## src/rtl/multicycle_controller_pkg.sv

```systemverilog
// Shared types and encodings for the RV32I multi-cycle controller.
package multicycle_controller_pkg;

    typedef enum logic [3:0] {
        S_FETCH,
        S_DECODE,
        S_MEMADR,
        S_MEMRD,
        S_MEMWB,
        S_MEMWR,
        S_EXECR,
        S_EXECI,
        S_ALUWB,
        S_BEQ,
        S_JAL,
        S_TRAP
    } state_t;

    // Opcodes
    localparam logic [6:0] OP_LW  = 7'b0000011;
    localparam logic [6:0] OP_SW  = 7'b0100011;
    localparam logic [6:0] OP_R   = 7'b0110011;
    localparam logic [6:0] OP_I   = 7'b0010011;
    localparam logic [6:0] OP_BEQ = 7'b1100011;
    localparam logic [6:0] OP_JAL = 7'b1101111;

    // ALU control codes
    localparam logic [2:0] ALU_ADD = 3'b000;
    localparam logic [2:0] ALU_SUB = 3'b001;
    localparam logic [2:0] ALU_AND = 3'b010;
    localparam logic [2:0] ALU_OR  = 3'b011;
    localparam logic [2:0] ALU_SLT = 3'b101;

    // ALU operation class handed to the decoder
    localparam logic [1:0] ALUOP_ADD   = 2'b00;
    localparam logic [1:0] ALUOP_SUB   = 2'b01;
    localparam logic [1:0] ALUOP_FUNCT = 2'b10;

    // Datapath mux encodings
    localparam logic [1:0] SRCA_PC    = 2'b00;
    localparam logic [1:0] SRCA_OLDPC = 2'b01;
    localparam logic [1:0] SRCA_RD1   = 2'b10;
    localparam logic [1:0] SRCB_RD2   = 2'b00;
    localparam logic [1:0] SRCB_IMM   = 2'b01;
    localparam logic [1:0] SRCB_FOUR  = 2'b10;
    localparam logic [1:0] RES_ALUOUT = 2'b00;
    localparam logic [1:0] RES_MEM    = 2'b01;
    localparam logic [1:0] RES_ALU    = 2'b10;
    localparam logic [1:0] IMM_I      = 2'b00;
    localparam logic [1:0] IMM_S      = 2'b01;
    localparam logic [1:0] IMM_B      = 2'b10;
    localparam logic [1:0] IMM_J      = 2'b11;

    // Trap causes
    localparam logic [1:0] CAUSE_NONE    = 2'b00;
    localparam logic [1:0] CAUSE_ILLEGAL = 2'b01;
    localparam logic [1:0] CAUSE_TIMEOUT = 2'b10;

    // States that hold a memory request open
    function automatic logic is_req_state(input state_t s);
        return (s == S_FETCH) || (s == S_MEMRD) || (s == S_MEMWR);
    endfunction

endpackage

```

## src/rtl/multicycle_controller_alu_decoder.sv

```systemverilog
// Combinational ALU control decode from operation class and funct fields.
module multicycle_controller_alu_decoder
    import multicycle_controller_pkg::*;
(
    input  logic [1:0] aluop,
    input  logic [2:0] funct3,
    input  logic       funct7b5,
    input  logic       op5,
    output logic [2:0] aluctrl_c,
    output logic       illegal_c
);

    // Select ALU operation; unsupported funct3 flags an illegal instruction
    always_comb begin
        aluctrl_c = ALU_ADD;
        illegal_c = 1'b0;
        case (aluop)
            ALUOP_SUB: aluctrl_c = ALU_SUB;
            ALUOP_FUNCT: begin
                case (funct3)
                    3'b000:  aluctrl_c = (funct7b5 && op5) ? ALU_SUB : ALU_ADD;
                    3'b010:  aluctrl_c = ALU_SLT;
                    3'b110:  aluctrl_c = ALU_OR;
                    3'b111:  aluctrl_c = ALU_AND;
                    default: illegal_c = 1'b1;
                endcase
            end
            default: aluctrl_c = ALU_ADD;
        endcase
    end

endmodule

```

## src/rtl/multicycle_controller.sv

```systemverilog
// Multi-cycle RV32I control FSM with shared-memory handshake, timeout trap and retire counter.
module multicycle_controller
    import multicycle_controller_pkg::*;
#(
    parameter int unsigned TIMEOUT   = 16,
    parameter int unsigned CNT_WIDTH = 32
) (
    input  logic                 clk,
    input  logic                 rst,
    input  logic [6:0]           opcode,
    input  logic [2:0]           funct3,
    input  logic                 funct7b5,
    input  logic                 EQ,
    input  logic                 mem_ready,
    output logic                 mem_req,
    output logic                 MemWrite,
    output logic                 AdrSrc,
    output logic                 IRWrite,
    output logic                 PCWrite,
    output logic                 RegWrite,
    output logic [1:0]           ALUSrcA,
    output logic [1:0]           ALUSrcB,
    output logic [1:0]           ResultSrc,
    output logic [1:0]           ImmSrc,
    output logic [2:0]           ALUctrl,
    output logic                 trap,
    output logic [1:0]           trap_cause,
    output logic [CNT_WIDTH-1:0] instret
);

    // Wait counter only needs to reach TIMEOUT-1 before trapping
    localparam int unsigned WAIT_W = (TIMEOUT > 1) ? $clog2(TIMEOUT) : 1;

    state_t            state;
    state_t            next_c;
    logic [WAIT_W-1:0] wait_cnt;
    logic [1:0]        aluop_c;
    logic              illegal_c;
    logic [1:0]        cause_c;
    logic              timeout_c;
    logic              retire_c;

    assign trap      = (state == S_TRAP);
    assign timeout_c = (TIMEOUT != 0) && (wait_cnt == WAIT_W'(TIMEOUT - 1));
    assign retire_c  = (state != S_FETCH) && (next_c == S_FETCH);

    multicycle_controller_alu_decoder u_alu_dec (
        .aluop     (aluop_c),
        .funct3    (funct3),
        .funct7b5  (funct7b5),
        .op5       (opcode[5]),
        .aluctrl_c (ALUctrl),
        .illegal_c (illegal_c)
    );

    // Operation class per state, kept apart from the decode that consumes illegal_c
    always_comb begin
        aluop_c = ALUOP_ADD;
        case (state)
            S_EXECR, S_EXECI: aluop_c = ALUOP_FUNCT;
            S_BEQ:            aluop_c = ALUOP_SUB;
            default:          aluop_c = ALUOP_ADD;
        endcase
    end

    // Next-state and Moore output decode; reset forces every enable low
    always_comb begin
        next_c    = state;
        cause_c   = CAUSE_NONE;
        mem_req   = 1'b0;
        MemWrite  = 1'b0;
        AdrSrc    = 1'b0;
        IRWrite   = 1'b0;
        PCWrite   = 1'b0;
        RegWrite  = 1'b0;
        ALUSrcA   = SRCA_PC;
        ALUSrcB   = SRCB_RD2;
        ResultSrc = RES_ALUOUT;
        ImmSrc    = IMM_I;
        case (state)
            S_FETCH: begin
                mem_req   = 1'b1;
                ALUSrcB   = SRCB_FOUR;
                ResultSrc = RES_ALU;
                if (mem_ready) begin
                    IRWrite = 1'b1;
                    PCWrite = 1'b1;
                    next_c  = S_DECODE;
                end else if (timeout_c) begin
                    next_c  = S_TRAP;
                    cause_c = CAUSE_TIMEOUT;
                end
            end
            S_DECODE: begin
                ALUSrcA = SRCA_OLDPC;
                ALUSrcB = SRCB_IMM;
                ImmSrc  = IMM_B;
                case (opcode)
                    OP_LW, OP_SW: next_c = S_MEMADR;
                    OP_R:         next_c = S_EXECR;
                    OP_I:         next_c = S_EXECI;
                    OP_BEQ:       next_c = S_BEQ;
                    OP_JAL:       next_c = S_JAL;
                    default: begin
                        next_c  = S_TRAP;
                        cause_c = CAUSE_ILLEGAL;
                    end
                endcase
            end
            S_MEMADR: begin
                ALUSrcA = SRCA_RD1;
                ALUSrcB = SRCB_IMM;
                ImmSrc  = (opcode == OP_SW) ? IMM_S : IMM_I;
                next_c  = (opcode == OP_SW) ? S_MEMWR : S_MEMRD;
            end
            S_MEMRD: begin
                mem_req = 1'b1;
                AdrSrc  = 1'b1;
                if (mem_ready) begin
                    next_c = S_MEMWB;
                end else if (timeout_c) begin
                    next_c  = S_TRAP;
                    cause_c = CAUSE_TIMEOUT;
                end
            end
            S_MEMWB: begin
                RegWrite  = 1'b1;
                ResultSrc = RES_MEM;
                next_c    = S_FETCH;
            end
            S_MEMWR: begin
                mem_req  = 1'b1;
                MemWrite = 1'b1;
                AdrSrc   = 1'b1;
                if (mem_ready) begin
                    next_c = S_FETCH;
                end else if (timeout_c) begin
                    next_c  = S_TRAP;
                    cause_c = CAUSE_TIMEOUT;
                end
            end
            S_EXECR: begin
                ALUSrcA = SRCA_RD1;
                ALUSrcB = SRCB_RD2;
                if (illegal_c) begin
                    next_c  = S_TRAP;
                    cause_c = CAUSE_ILLEGAL;
                end else begin
                    next_c = S_ALUWB;
                end
            end
            S_EXECI: begin
                ALUSrcA = SRCA_RD1;
                ALUSrcB = SRCB_IMM;
                ImmSrc  = IMM_I;
                if (illegal_c) begin
                    next_c  = S_TRAP;
                    cause_c = CAUSE_ILLEGAL;
                end else begin
                    next_c = S_ALUWB;
                end
            end
            S_ALUWB: begin
                RegWrite  = 1'b1;
                ResultSrc = RES_ALUOUT;
                next_c    = S_FETCH;
            end
            S_BEQ: begin
                ALUSrcA   = SRCA_RD1;
                ALUSrcB   = SRCB_RD2;
                ResultSrc = RES_ALUOUT;
                PCWrite   = EQ;
                next_c    = S_FETCH;
            end
            S_JAL: begin
                ALUSrcA   = SRCA_OLDPC;
                ALUSrcB   = SRCB_FOUR;
                ResultSrc = RES_ALUOUT;
                ImmSrc    = IMM_J;
                PCWrite   = 1'b1;
                next_c    = S_ALUWB;
            end
            S_TRAP:  next_c = S_TRAP;
            default: next_c = S_FETCH;
        endcase
        if (rst) begin
            mem_req  = 1'b0;
            MemWrite = 1'b0;
            IRWrite  = 1'b0;
            PCWrite  = 1'b0;
            RegWrite = 1'b0;
        end
    end

    // State register
    always_ff @(posedge clk or posedge rst) begin
        if (rst) begin
            state <= S_FETCH;
        end else begin
            state <= next_c;
        end
    end

    // Wait counter: counts stalled request cycles, zero on entry to every request
    always_ff @(posedge clk or posedge rst) begin
        if (rst) begin
            wait_cnt <= '0;
        end else if (is_req_state(state) && !mem_ready && (next_c == state)) begin
            wait_cnt <= wait_cnt + WAIT_W'(1);
        end else begin
            wait_cnt <= '0;
        end
    end

    // Trap cause latched on the single entry into TRAP
    always_ff @(posedge clk or posedge rst) begin
        if (rst) begin
            trap_cause <= CAUSE_NONE;
        end else if ((state != S_TRAP) && (next_c == S_TRAP)) begin
            trap_cause <= cause_c;
        end
    end

    // Retired-instruction counter, wraps naturally
    always_ff @(posedge clk or posedge rst) begin
        if (rst) begin
            instret <= '0;
        end else if (retire_c) begin
            instret <= instret + CNT_WIDTH'(1);
        end
    end

endmodule

```

## config.mk

```make
export PLATFORM = sky130hd
export DESIGN_NAME = multicycle_controller
export DESIGN_NICKNAME = d
export VERILOG_FILES = /design/src/rtl/multicycle_controller_pkg.sv /design/src/rtl/multicycle_controller_alu_decoder.sv /design/src/rtl/multicycle_controller.sv
export SDC_FILE = /design/constraint.sdc
export NUM_CORES = 1
export LEC_CHECK = 0
export ABC_CLOCK_PERIOD_IN_PS = 4200
export CAP_MARGIN = 20
export CORE_ASPECT_RATIO = 1.4
export CORE_MARGIN = 2
export CORE_UTILIZATION = 44
export CTS_CLUSTER_SIZE = 25
export DETAILED_ROUTE_END_ITERATION = 10
export GPL_TIMING_DRIVEN = 0
export PLACE_DENSITY_LB_ADDON = 0.05
export SLEW_MARGIN = 25
export SYNTH_ARGS = -nofsm -noshare
export SYNTH_HDL_FRONTEND = slang
export SYNTH_HIERARCHICAL = 1
export SYNTH_SLANG_ARGS = --single-unit
export TNS_END_PERCENT = 1
```

## constraint.sdc

```tcl
create_clock -name clk -period 4.2 [get_ports clk]
set_input_delay 0.84 -clock clk [delete_from_list [all_inputs] [get_ports clk]]
set_output_delay 0.84 -clock clk [all_outputs]
set_load 0.05 [all_outputs]
```

# Word-level counts from Yosys, hierarchy flattened
# Cells that the tools add are included.
dict set report word_totals {
  reg_bits 42
  input_bits 15
  output_inout_bits 52
  wordCells 92
}
dict set report classes {
  mux 37
  n_addsub 2
  reduce_logical 23
  eq_ne 26
}
# op n
set op_table {}
lappend op_table {{$add A32 B1 Y32 const B} 1}
lappend op_table {{$pmux W4 S8} 1}
lappend op_table {{$eq A4 B4 Y1 const B} 6}
lappend op_table {{$mux W4} 5}
lappend op_table {{$pmux W4 S5} 1}
lappend op_table {{$mux W1} 17}
lappend op_table {{$eq A4 B3 Y1 const B} 4}
lappend op_table {{$pmux W2 S2} 4}
lappend op_table {{$eq A7 B6 Y1 const B} 2}
lappend op_table {{$eq A7 B7 Y1 const B} 2}
lappend op_table {{$pmux W2 S3} 2}
lappend op_table {{$pmux W3 S4} 1}
lappend op_table {{$reduce_or A2 Y1} 6}
lappend op_table {{$eq A4 B2 Y1 const B} 2}
lappend op_table {{$logic_not A4 Y1} 2}
lappend op_table {{$reduce_or A4 Y1} 2}
lappend op_table {{$eq A7 B2 Y1 const B} 1}
lappend op_table {{$eq A7 B5 Y1 const B} 1}
lappend op_table {{$eq A3 B3 Y1 const B} 2}
lappend op_table {{$mux W2} 3}
lappend op_table {{$pmux W3 S2} 1}
lappend op_table {{$reduce_or A3 Y1} 2}
lappend op_table {{$reduce_or A6 Y1} 1}
lappend op_table {{$logic_and A1 B1 Y1} 5}
lappend op_table {{13 further kinds} 14}

# Logic depth before layout (Yosys ltp)
# Gate-level depths: netlist of the first run.
dict set report logic_depth {
  depth_word 10
  ltp_mapped 16
  mapped_depth_nobuf 13
}

# By module
# Netlist of the first run, hierarchy kept.
# module area_per_inst_um2 instances cells_each seq_area_each_um2
set by_module_without_submodules {}
lappend by_module_without_submodules {multicycle_controller 2489.9 1 259 1051.0}
lappend by_module_without_submodules {multicycle_controller_alu_decoder 112.6 1 15 0.0}

# Worst setup path after synthesis of the first run
# No wires, ideal clock.
dict set report synth_path {
  path_type {register to output}
  from {reg state[0]}
  to {out IRWrite}
  arrival_ns 3.023
  required_ns 3.360
  path_stages_with_launch 4
  path_slack_ns 0.337
  cell_sequence {dfrtp_1 > buf_6 > nor4_1 > and3_1}
}
dict set report synth_between {
  elab_chain_len 3
}
# item line_no
set synth_rtl {}
lappend synth_rtl {{from (decl)} multicycle_controller.sv:34} ;# state_t state;
lappend synth_rtl {{from (signal assigned)} multicycle_controller.sv:200} ;# state <= next_c;
lappend synth_rtl {{$logic_not A4 Y1} multicycle_controller.sv:80} ;# case (state)
lappend synth_rtl {{$mux W1} multicycle_controller.sv:80}
lappend synth_rtl {{$mux W1} multicycle_controller.sv:186} ;# if (rst) begin
lappend synth_rtl {{to (decl)} multicycle_controller.sv:18} ;# output logic IRWrite,
# No other way between the ends.

# Final worst setup path of the first run
dict set report layout_path {
  from {reg state[2]}
  to {out ALUctrl[0]}
}
dict set report layout_between {
  elab_chain_len 5
  elab_cells_between_ends 8
}
# item line_no
set layout_rtl {}
lappend layout_rtl {{$eq A4 B3 Y1} multicycle_controller.sv:59} ;# case (state)
lappend layout_rtl {{$reduce_or A2 Y1 (no line)} n/a}
lappend layout_rtl {{$pmux W2 S2 (*)} multicycle_controller.sv:59}
lappend layout_rtl {{named net aluop_c[0]} multicycle_controller.sv:37} ;# logic [1:0] aluop_c;
lappend layout_rtl {{$eq A2 B2 Y1 or $eq A2 B1 Y1 (tied branches)} multicycle_controller_alu_decoder.sv:17} ;# case (aluop)
lappend layout_rtl {{$pmux W3 S2 (*)} multicycle_controller_alu_decoder.sv:17}
lappend layout_rtl {{to (decl)} multicycle_controller.sv:25} ;# output logic [2:0] ALUctrl,
# The timed path passes the listed nets; every way through them passes the cells marked *.

==> summary.txt, run 1 <==
Area grow syn2layout - 35.2%
Hpwl dp - 4.76 mm
Cell area after layout - 3520 sq um
Antenna violations before repair - 0
Main synth FF type - dfrtp_1
Switching share of power - 48.2%
Max frequency - 254 MHz
Reg power frac - 22.8%
Via density - 5.39
Remaining DRCs - 0
Post-Syn Nets - 293
#FFs+latches synth - 42
Worst reg-to-reg setup slack - 430 ps
Post-DR wirelength/cell - 15.2 um
Ports - 67
Fraction of registers with async set or reset after synthesis - 100%
Largest area contributor in the netlist - dfrtp_1
Cts bufs inserted - 5
Clock power share - 17.4%
Status - finished clean
WP data required - 3360 ps
Post-synth EDFFs - 0
Post-synth top area share - 40.4%
DR vias - 2254
Internal power - 1.18 mW
Crit path top cell by count - nor2_1
DIE AREA - 6550 sq um
Synth unique cells - 58
Row cnt - 33
Adder-Cell Fraction of Synth Area - 1.92%
Most frequent cells in the layout - 64 x clkdlybuf4s50_1, 42 x dfrtp_1, 23 x nand2_1, 21 x nor2_1, 21 x xor2_1
Min-Delay Path Class - reg -> reg
Period utilisation layout - 93.6%
Max Cap Violations - 0
Worst endpoint data arrival time - 3090 ps
Xor/xnor share of the synthesized area - 12.1%
DRT Pass-1 Iters - 4
Grt ovf - 0
Layout cells sized above 1 - 11.5%
Worst Setup End Kind - output port
RSZ-0062 raised after global routing - no
# diodes - 0
Commonest non-fill, non-tap cell in the layout - clkdlybuf4s50_1
Vias in the first global route - 2146
Reg2Reg Capture Point - instret[26]
Die Height - 95.0 um
Syn Area/Cell - 9.50 sq um
Sw Pwr - 1.09 mW
CTS tree - built
Leakage - 1.54 nW
Iter 0 DRT Violations - 114
First-pass GRT wire length - 10.4 mm
Clock period minus worst slack - 3930 ps
Endpoints failing setup - 0
WP buf/inv - 4
CP Max Fanout - 10
Compound-Gate Fraction of Synth Area - 8.12%
Number of clock sinks - 42
Synth area leaders - dfrtp_1 40%, xor2_1 7.1%, xnor2_1 5.0%
Critical path's largest stage delay - 840 ps
Slew HR - 41.5%
Worst vdd ir - 0.000332 V
Core area - 5780 sq um
Power share of the combinational group - 59.8%
Worst hold endpoint - wait_cnt[0]
Startpoint Class - register
H-Tree Depth - 2
Critical-path cell list - buf_2 -> buf_1 -> nor2_1 -> nand2_1 -> nor2_1 -> inv_1 -> ha_1 -> a221oi_2 -> clkdlybuf4s50_1
Gr usage total - 19.8%
Final Max Tran Viols - 0
Clk slew on worst S/H paths - 80 ps
Syn. warnings - 6
R2R depth - 15
Starting Density - 45.0%
R2r startpoint - state[2]
Clk_skew - 10.4 ps
Simple-gate portion of the synthesized area - 31.1%
Largest family of logic cells by synthesized area - simple AND/OR/NAND/NOR gates
Post-synthesis cell area - 2600 sq um
Largest net degree at the start of global routing - 27
Post-synthesis mux area share - 0.769%
Hold Vio Cnt, Final - 0
Setup TNS - 0 ps
Crit Path Category - reg -> out
Final nets - 366
Die X - 69 um
Root Driver - clkbuf_8
Buffers on Ports - 65
Routability cong. - 0.925
Hold Crit Start - wait_cnt[0]
ANT nets after route - 0
CP delay by family, top - buffers and inverters
DP Area - 3370 sq um
Hold Path Depth - 1
Crit-path slowest cell - clkdlybuf4s50_1
Final wirelength - 6.33 mm
Mapped Cells - 274
Seq/Total Area, Yosys - 40.4%
Worst slew pin tran - 869 ps
Clock Latency Late Sink - 300 ps
Clock Path Buffers - 2
PwrDens - 644 nW/um^2
[final cells by class]
cell class | count | area (sq um)
fill | 535 | 2260
buffer | 14 | 100
multi-input combinational | 206 | 1410
clock buffer | 6 | 82.6
sequential | 42 | 1050
timing repair buffer | 66 | 681
clock inverter | 2 | 60.1
inverter | 12 | 45.0
tap | 70 | 87.6
[power by group through the flow]
stage / logic [mW] / registers [mW] / clock network (mW)
global route: 1.46 / 0.524 / 0.417
CTS: 1.36 / 0.517 / 0.401
finish: 1.36 / 0.516 / 0.395
detailed placement: 1.35 / 0.525 / 0
global placement: 1.35 / 0.522 / 0
floorplan: 0.899 / 0.606 / 0
[synthesized netlist by cell type (2+ instances only)]
master	count
and3b_1	2
dfrtp_1	42
nor4_2	3
buf_6	3
nor3_1	11
nand2_1	23
or2b_1	2
or4_1	2
nand4_1	12
xnor2_1	15
buf_1	3
nor2b_1	2
and3_1	7
or3_1	2
nor4_1	5
xor2_1	21
a31oi_1	2
a21oi_1	6
ha_1	4
nor3_2	6
nand3_1	19
nor2_1	21
and2_1	4
o21ai_0	3
nor3b_1	2
inv_1	12
clkbuf_1	2
nand2b_1	4
buf_2	4
mux2i_1	2
[worst max-delay path by stage]
stage | to | slack [ps] | startpoint | cells after the start
6_report | ALUctrl[0] | 270 | state[2] | 9
3_5_place_dp | instret[25] | 290 | state[2] | 15
5_1_grt | ALUctrl[0] | 80 | state[2] | 9
4_1_cts | ALUctrl[2] | 170 | state[2] | 9
3_3_place_gp | RegWrite | -420 | rst | 4
2_1_floorplan | IRWrite | 340 | state[0] | 3
[cell families (layout without fill, tap and decap cells)]
group / after synthesis / in the layout
flops: 42 / 42
compound gates: 25 / 25
xor+xnor: 36 / 36
simple gates: 139 / 139
fa+ha+maj: 4 / 4
buf+inv: 26 / 100
mux: 2 / 2
[repair_timing]
item,CTS,global route
hold buffers,0,0
setup endpoints to repair,0,5
gates resized for setup,0,2
setup buffers,0,0
[layer usage]
metal / vias to the layer above / GRT usage (%) / routed length, um / share of wire (%)
met2: 60 / 36.5 / 3350 / 53
li1: 1106 / - / - / -
met1: 1078 / 23.3 / 2620 / 41
met3: 10 / 2.67 / 217 / 3.4
met5: - / 0 / 0 / 0
met4: 0 / 7.19 / 146 / 2.3
[stage by stage]
step / hold slack (ps) / instances / total power [mW] / util, % / setup slack (ps)
finish: 474 / 418 / 2.27 / 60.9 / 269
CTS: 477 / 418 / 2.28 / 60.7 / 168
floorplan: 433 / 274 / 1.50 / - / 337
detailed placement: 465 / 410 / 1.88 / 58.3 / 288
global route: 502 / 418 / 2.40 / 60.9 / 79.8
global placement: 449 / 409 / 1.87 / 57.8 / -420
[registers in the layout (all words and copies together), names as in the netlist]
register and flops:
state 4, trap_cause 2, instret 32, wait_cnt 4
Power figures use the tool's default switching activity.
==> run 2: changes to the inputs <==
- GPL_ROUTABILITY_DRIVEN: default -> 0
==> results of run 2 <==
Same layout as run 1: the final DEF is identical, and so are final timing and power.
==> run 3: changes to the inputs <==
- SETUP_SLACK_MARGIN: default -> 0.4
==> summary.txt, run 3 (synthesis gave the netlist of run 1 again) <==
Status - finished clean
Final wirelength - 6.37 mm
Leakage - 1.51 nW
Largest net degree at the start of global routing - 33
Worst Setup End Kind - output port
CTS tree - built
Vias in the first global route - 2197
Final Max Tran Viols - 0
Power share of the combinational group - 64.5%
Min-Delay Path Class - reg -> reg
Cts bufs inserted - 5
Max Cap Violations - 0
Via density - 5.47
Worst reg-to-reg setup slack - 410 ps
Max frequency - 255 MHz
Post-route insts no fill - 417
DIE AREA - 6550 sq um
Worst slew pin tran - 612 ps
Remaining DRCs - 0
Gr usage total - 19.6%
Clock Latency Late Sink - 290 ps
Worst endpoint data arrival time - 3090 ps
Internal power - 1.03 mW
Clock period minus worst slack - 3930 ps
CP Max Fanout - 10
Sw Pwr - 1.09 mW
Crit Path Category - reg -> out
Worst vdd ir - 0.000403 V
Top reg by flops - instret
# diodes - 0
Starting Density - 45.0%
H-Tree Depth - 2
Hold Vio Cnt, Final - 0
Switching share of power - 51.3%
# fillers - 531
Post-DR wirelength/cell - 15.3 um
Startpoint Class - register
Clk slew on worst S/H paths - 70 ps
First-pass GRT wire length - 10.3 mm
DRT Pass-1 Iters - 4
Row cnt - 33
Hpwl dp - 4.85 mm
RSZ-0062 raised after global routing - yes
Critical path's largest stage delay - 830 ps
WP data required - 3360 ps
Crit-path slowest cell - clkdlybuf4s50_1
Crit path top cell by count - nor2_1
DR vias - 2279
Antenna violations before repair - 0
Endpoints failing setup - 0
Die X - 69 um
Clock Path Buffers - 2
Final nets - 366
Period utilisation layout - 93.5%
Largest registers - instret: 32 flops, state: 4 flops, wait_cnt: 4 flops
Number of clock sinks - 42
Layout cells sized above 1 - 11.5%
Clk_skew - 5.59 ps
Iter 0 DRT Violations - 87
Grt ovf - 0
ANT nets after route - 0
Commonest non-fill, non-tap cell in the layout - clkdlybuf4s50_1
CP Launch Point - state[2]
Area grow syn2layout - 32.7%
Reg power frac - 24.3%
Hold Crit Start - wait_cnt[0]
Critical-path cell list - buf_2 -> buf_1 -> nor2_1 -> nand2_1 -> nor2_1 -> inv_1 -> ha_1 -> a221oi_2 -> clkdlybuf4s50_1
Most frequent cells in the layout - 64 x clkdlybuf4s50_1, 42 x dfrtp_1, 23 x nand2_1, 21 x nor2_1, 21 x xor2_1
Slew HR - 58.9%
Ports - 67
Max reg flops - 32
Die Height - 95.0 um
Setup Fix Bufs, Post-CTS - 0
Setup TNS - 0 ps
PwrDens - 615 nW/um^2
Clock power share - 11.2%
Root Driver - clkbuf_8
Post-route core utilization - 59.8%
Core area - 5780 sq um
Placed Instances - 410
R2r startpoint - state[2]
Buffers on Ports - 65
Pwr Total - 2.12 mW
run 3: cell count changes in the layout (fill, tap and decap cells not counted), sizes merged:
cell    change
bufinv      -2
clkbuf      -1
clkinv      +2
run 3: final cells by class:
cell class	count	area [sq um]	area share (%)
Buffer	14	100	2.90
Clock buffer	5	68.8	1.99
Clock inverter	2	10.0	0.290
Inverter	12	45.0	1.30
Multi-Input combinational cell	206	1420	41.1
Sequential cell	42	1050	30.4
Tap cell	70	87.6	2.54
Timing Repair Buffer	66	673	19.5
run 3: power by group through the flow:
stage | sequential, mW | combinational [mW] | clock, mW
2_1_floorplan | 0.606 | 0.904 | 0
3_3_place_gp | 0.522 | 1.35 | 0
3_5_place_dp | 0.523 | 1.37 | 0
4_1_cts | 0.515 | 1.38 | 0.251
5_1_grt | 0.522 | 1.46 | 0.266
6_report | 0.516 | 1.37 | 0.239
run 3: what timing repair did:
action                     4_1_cts  5_1_grt
setup endpoints to repair       13       31
resized for setup                1        1
hold buffers                     0        0
cloned                           0        0
run 3: worst max-delay path: cells and delay by family (launching register included):
family / cells / cell delay [ps]
buf+inv: 4 / 1330
simple gates: 3 / 600
flops: 1 / 370
fa+ha+maj: 1 / 330
compound gates: 1 / 170
run 3: stage by stage:
| step | setup WS (ps) | hold WS [ps] | cell area, sq um |
|---|---|---|---|
| CTS | 186 | 479 | 3450 |
| global route | 107 | 499 | 3450 |
| global placement | -420 | 452 | 3350 |
| floorplan | 388 | 433 | 2610 |
| finish | 274 | 469 | 3450 |
| detailed placement | 217 | 469 | 3370 |
run 3: final timing paths:
kind,depth (start not counted),endpoint
max in group asynchronous,3,instret[18]
min reg2reg,1,wait_cnt[0]
max,9,ALUctrl[0]
min in group asynchronous,2,wait_cnt[3]
max reg2reg,15,instret[26]
min,1,wait_cnt[0]
run 3: routing by layer:
| layer | track usage [%] | wire length, um | up-vias |
|---|---|---|---|
| li1 | - | - | 1106 |
| met1 | 21.9 | 2520 | 1087 |
| met2 | 36.5 | 3430 | 72 |
| met3 | 2.99 | 240 | 14 |
| met4 | 9.31 | 178 | 0 |
| met5 | 0 | 0 | - |
==> RTL change 1, RTL diff (settings of run 3) <==
Change the parameter `CNT_WIDTH` from 32 to 36.
--- a/src/rtl/multicycle_controller.sv
+++ b/src/rtl/multicycle_controller.sv
@@ -5,3 +5,3 @@
     parameter int unsigned TIMEOUT   = 16,
-    parameter int unsigned CNT_WIDTH = 32
+    parameter int unsigned CNT_WIDTH = 36
 ) (
Ports: changed (resized instret); port bits go from 67 to 71. No check against the original RTL was run, so the function may have changed too.
==> RTL change 1 against run 3 <==
  * Synthesized cell count up 11%
  * Global-route usage grew 1.2 points
  * Wire length up 11%
  * Largest power group unchanged
  * Count of clock-buffer cells in the layout grew 1
  * Highest routed layer unchanged
  * Non-clock buffer count increased by 4
  * Sequential power increased by 11%
  * Sequential cell count is 4 higher
  * Final cell count grew 9.4%
  * Final area rose by 10%
  * Worst setup slack better by 0.16 ns
  * Synthesized area up 9.9%
  * Total power is 11% higher
  * Critical path type is now input pin to primary output
==> RTL change 1: results (changes against run 3) <==
outcome=finished, final reports clean; M1 WL=2790 um (+11%); mux cell area share after synthesis=0.394% (-0.38 points); sequential power share=24.5% (+0.2 points); layout cells sized above 1=9.64% (-1.9 points); Clock Skew=0.00459 ns (-0.00101 ns); clk sink count=46 (+9.5%); grt met2 use=37.8% (+1.4 points); Leak=1.69 nW (+12%); Synth Area in XOR/XNOR=11.9% (-0.17 points); Finished Layout Cells=456 (+9.4%); PwrDens=615 nW/um^2 (about the same); largest net degree at the start of global routing=27 (-18%); clkbuf count=6 (+1); first-pass detailed-route iteration total=5 (+1); Syn Nets=324 (+11%); Synth Area in Adders=2.10% (+0.18 points); DR WL met2=3720 um (+8.4%); port bufs=70 (+7.7%); first-pass GRT wire length=12000 um (+17%); Buffers excl. clock=84 (+5.0%); Sequential Area=1150 um^2 (+9.5%); Netlist cell types=56 (-3.4%); via-per-instance ratio=5.63 (+3.0%); post-DP HPWL=5360 um (+11%); Worst Tran Pin Value=0.529 ns (-0.0830 ns); critical path arrival=2.92 ns (-0.17 ns); syn_area_per_cell=9.38 um^2 (-1.3%); DP Cell Count=448 (+9.3%); met3 WL=365 um (+52%); Sw Ratio=48.3% (-2.9 points); multi-input gates=228 (+11%); Compound-Gate Fraction of Synth Area=10.2% (+2.1 points); inverter count=18 (+6); Nets=402 (+9.8%); vias in the first global route=2560 (+17%); fillers=554 (+4.3%); sequential share of the synthesized area=40.2% (-0.14 points); top cells by area, synth=dfrtp_1 (40%), xor2_1 (9.5%), nor3_1 (4.5%); met1 Track Usage GR=23.7% (+1.9 points); Signal buf overhead=20.8% (-1.6 points); ClkCell Share=3.74% (+1.5 points); multi-input combinational area share=41.1% (+0.076 points); Routed WL=7060 um (+11%); global-route usage over all layers=20.9% (+1.2 points)
RTL change 1: through the flow:
stage | area, um^2 | setup WS [ns]
floorplan | 2860 | 0.385
global placement | 3650 | -0.508
detailed placement | 3670 | 0.431
CTS | 3810 | 0.229
global route | 3820 | 0.217
finish | 3820 | 0.437
RTL change 1: path summary, 6_finish.rpt:
kind	slack, ns	cells past startpoint	from	to
worst max-delay path	0.44	6	opcode[3]	ImmSrc[0]
worst min-delay path	0.46	1	wait_cnt[0]	wait_cnt[0]
worst max register to register	0.77	13	state[0]	instret[9]
worst min register to register	0.46	1	wait_cnt[0]	wait_cnt[0]
max in group asynchronous	2.69	3	rst	instret[33]
min in group asynchronous	1.01	2	rst	wait_cnt[1]
RTL change 1: repair_timing:
action	in CTS	in global routing
cloned	0	0
buffers inserted	0	0
setup endpoints to repair	2	5
gates resized for setup	1	1
==> RTL change 2, RTL diff (flow settings as in run 3) <==
Made on the original files. Reset style: synchronous (`rst`), changed in 4 clocked blocks.
--- a/src/rtl/multicycle_controller.sv
+++ b/src/rtl/multicycle_controller.sv
@@ -195,3 +195,3 @@
     // State register
-    always_ff @(posedge clk or posedge rst) begin
+    always_ff @(posedge clk) begin
         if (rst) begin
@@ -204,3 +204,3 @@
     // Wait counter: counts stalled request cycles, zero on entry to every request
-    always_ff @(posedge clk or posedge rst) begin
+    always_ff @(posedge clk) begin
         if (rst) begin
@@ -215,3 +215,3 @@
     // Trap cause latched on the single entry into TRAP
-    always_ff @(posedge clk or posedge rst) begin
+    always_ff @(posedge clk) begin
         if (rst) begin
@@ -224,3 +224,3 @@
     // Retired-instruction counter, wraps naturally
-    always_ff @(posedge clk or posedge rst) begin
+    always_ff @(posedge clk) begin
         if (rst) begin
Function: differs if rst is asserted again (counterexample within 4 cycles, from zero or initial values and one cycle with rst high); with rst held inactive, the same outputs for 10 cycles.
==> RTL change 2 against run 3 <==
  * Wire length is 18% higher
  * Synthesized cell count rose by 28%
  * Final area rose by 4.2%
  * Count of clock-buffer cells in the layout is 2 higher
  * Worst setup slack gained 0.16 ns
  * Sequential cell count stayed put
  * Largest cell class unchanged
  * Synthesized area grew 4.8%
  * Total power down 23%
  * Worst hold slack lost 0.016 ns
==> RTL change 2: results (changes against run 3) <==
pre-CTS setup slack=0.280 ns (+0.0629 ns); Compound-Gate Fraction of Synth Area=20.9% (+13 points); Leak=1.21 nW (-20%); DP Cell Count=487 (+19%); sequential share of cell area=23.3% (-7.1 points); mux cell area share after synthesis=2.39% (+1.6 points); sequential share of the synthesized area=30.8% (-9.6 points); area occupied by multi-input gates=1710 um^2 (+21%); Vias=2919 (+28%); clkbuf count=7 (+2); outcome=finished, final reports clean; Syn Inst Count=351 (+28%); Worst Tran Pin Value=0.719 ns (+0.107 ns); top cells by area, synth=dfxtp_1 (31%), or4_1 (6.9%), a21oi_1 (6.2%); Sw Ratio=45.9% (-5.3 points); Synth async-reset ratio=0% (-100 points); post-DP HPWL=5440 um (+12%); fillers=607 (+14%); Synth Area in XOR/XNOR=0.963% (-11 points); WHS=0.453 ns (-0.0163 ns); DR iter-0 viols=135 (+55%); Netlist cell types=52 (-10%); Signal buf overhead=22.6% (+0.24 points); Clock Skew=0.0113 ns (+0.00574 ns); Synth Flop Type=dfxtp_1; Syn Nets=370 (+26%); Comb. pwr=0.881 mW (-36%); Post-synth top cells=dfxtp_1 (42), a21oi_1 (34), nor2_1 (27), or4_1 (25), o31ai_1 (22); largest net degree at the start of global routing=13 (-61%); WL per Instance=15.2 um (-0.29%); Post-Place Cell Area=3480 um^2 (+3.2%); via-per-instance ratio=5.90 (+7.9%); Synth Area in Adders=1.83% (-0.088 points); Buffers excl. clock=95 (+19%); ClkCell Share=2.95% (+0.67 points)
-- RTL change 2: cells by family after synthesis --
logic type                 count (synthesis)
AOI/OAI and AO/OA                         89
xor gates and xnor gates                   3
buffers and inverters                     39
and+or+nand+nor                          168
muxes                                      6
DFF                                       42
adders and majority gates                  4
-- RTL change 2: final timing paths --
path	from	end	cells past startpoint
min	wait_cnt[0]	wait_cnt[0]	1
min reg2reg	wait_cnt[0]	wait_cnt[0]	1
max	rst	PCWrite	5
max reg2reg	state[0]	instret[8]	14
-- RTL change 2: metal layers --
layer	up-vias	global-route usage (%)	wire length (um)
met1	1363	26.0	3200
li1	1465	-	-
met5	-	0	0
met4	0	8.85	151
met2	79	39.2	3900
met3	12	2.49	288
-- RTL change 2: critical path, stage by stage --
cell             delay, ns
clkdlybuf4s50_1       0.52
clkbuf_1              0.42
clkbuf_2              0.34
nor3_1                0.08
clkdlybuf4s50_1       0.71
-- RTL change 2: repair_timing --
item,in CTS,in global routing
gates resized for setup,1,5
setup endpoints to repair,31,40
hold buffers,0,0
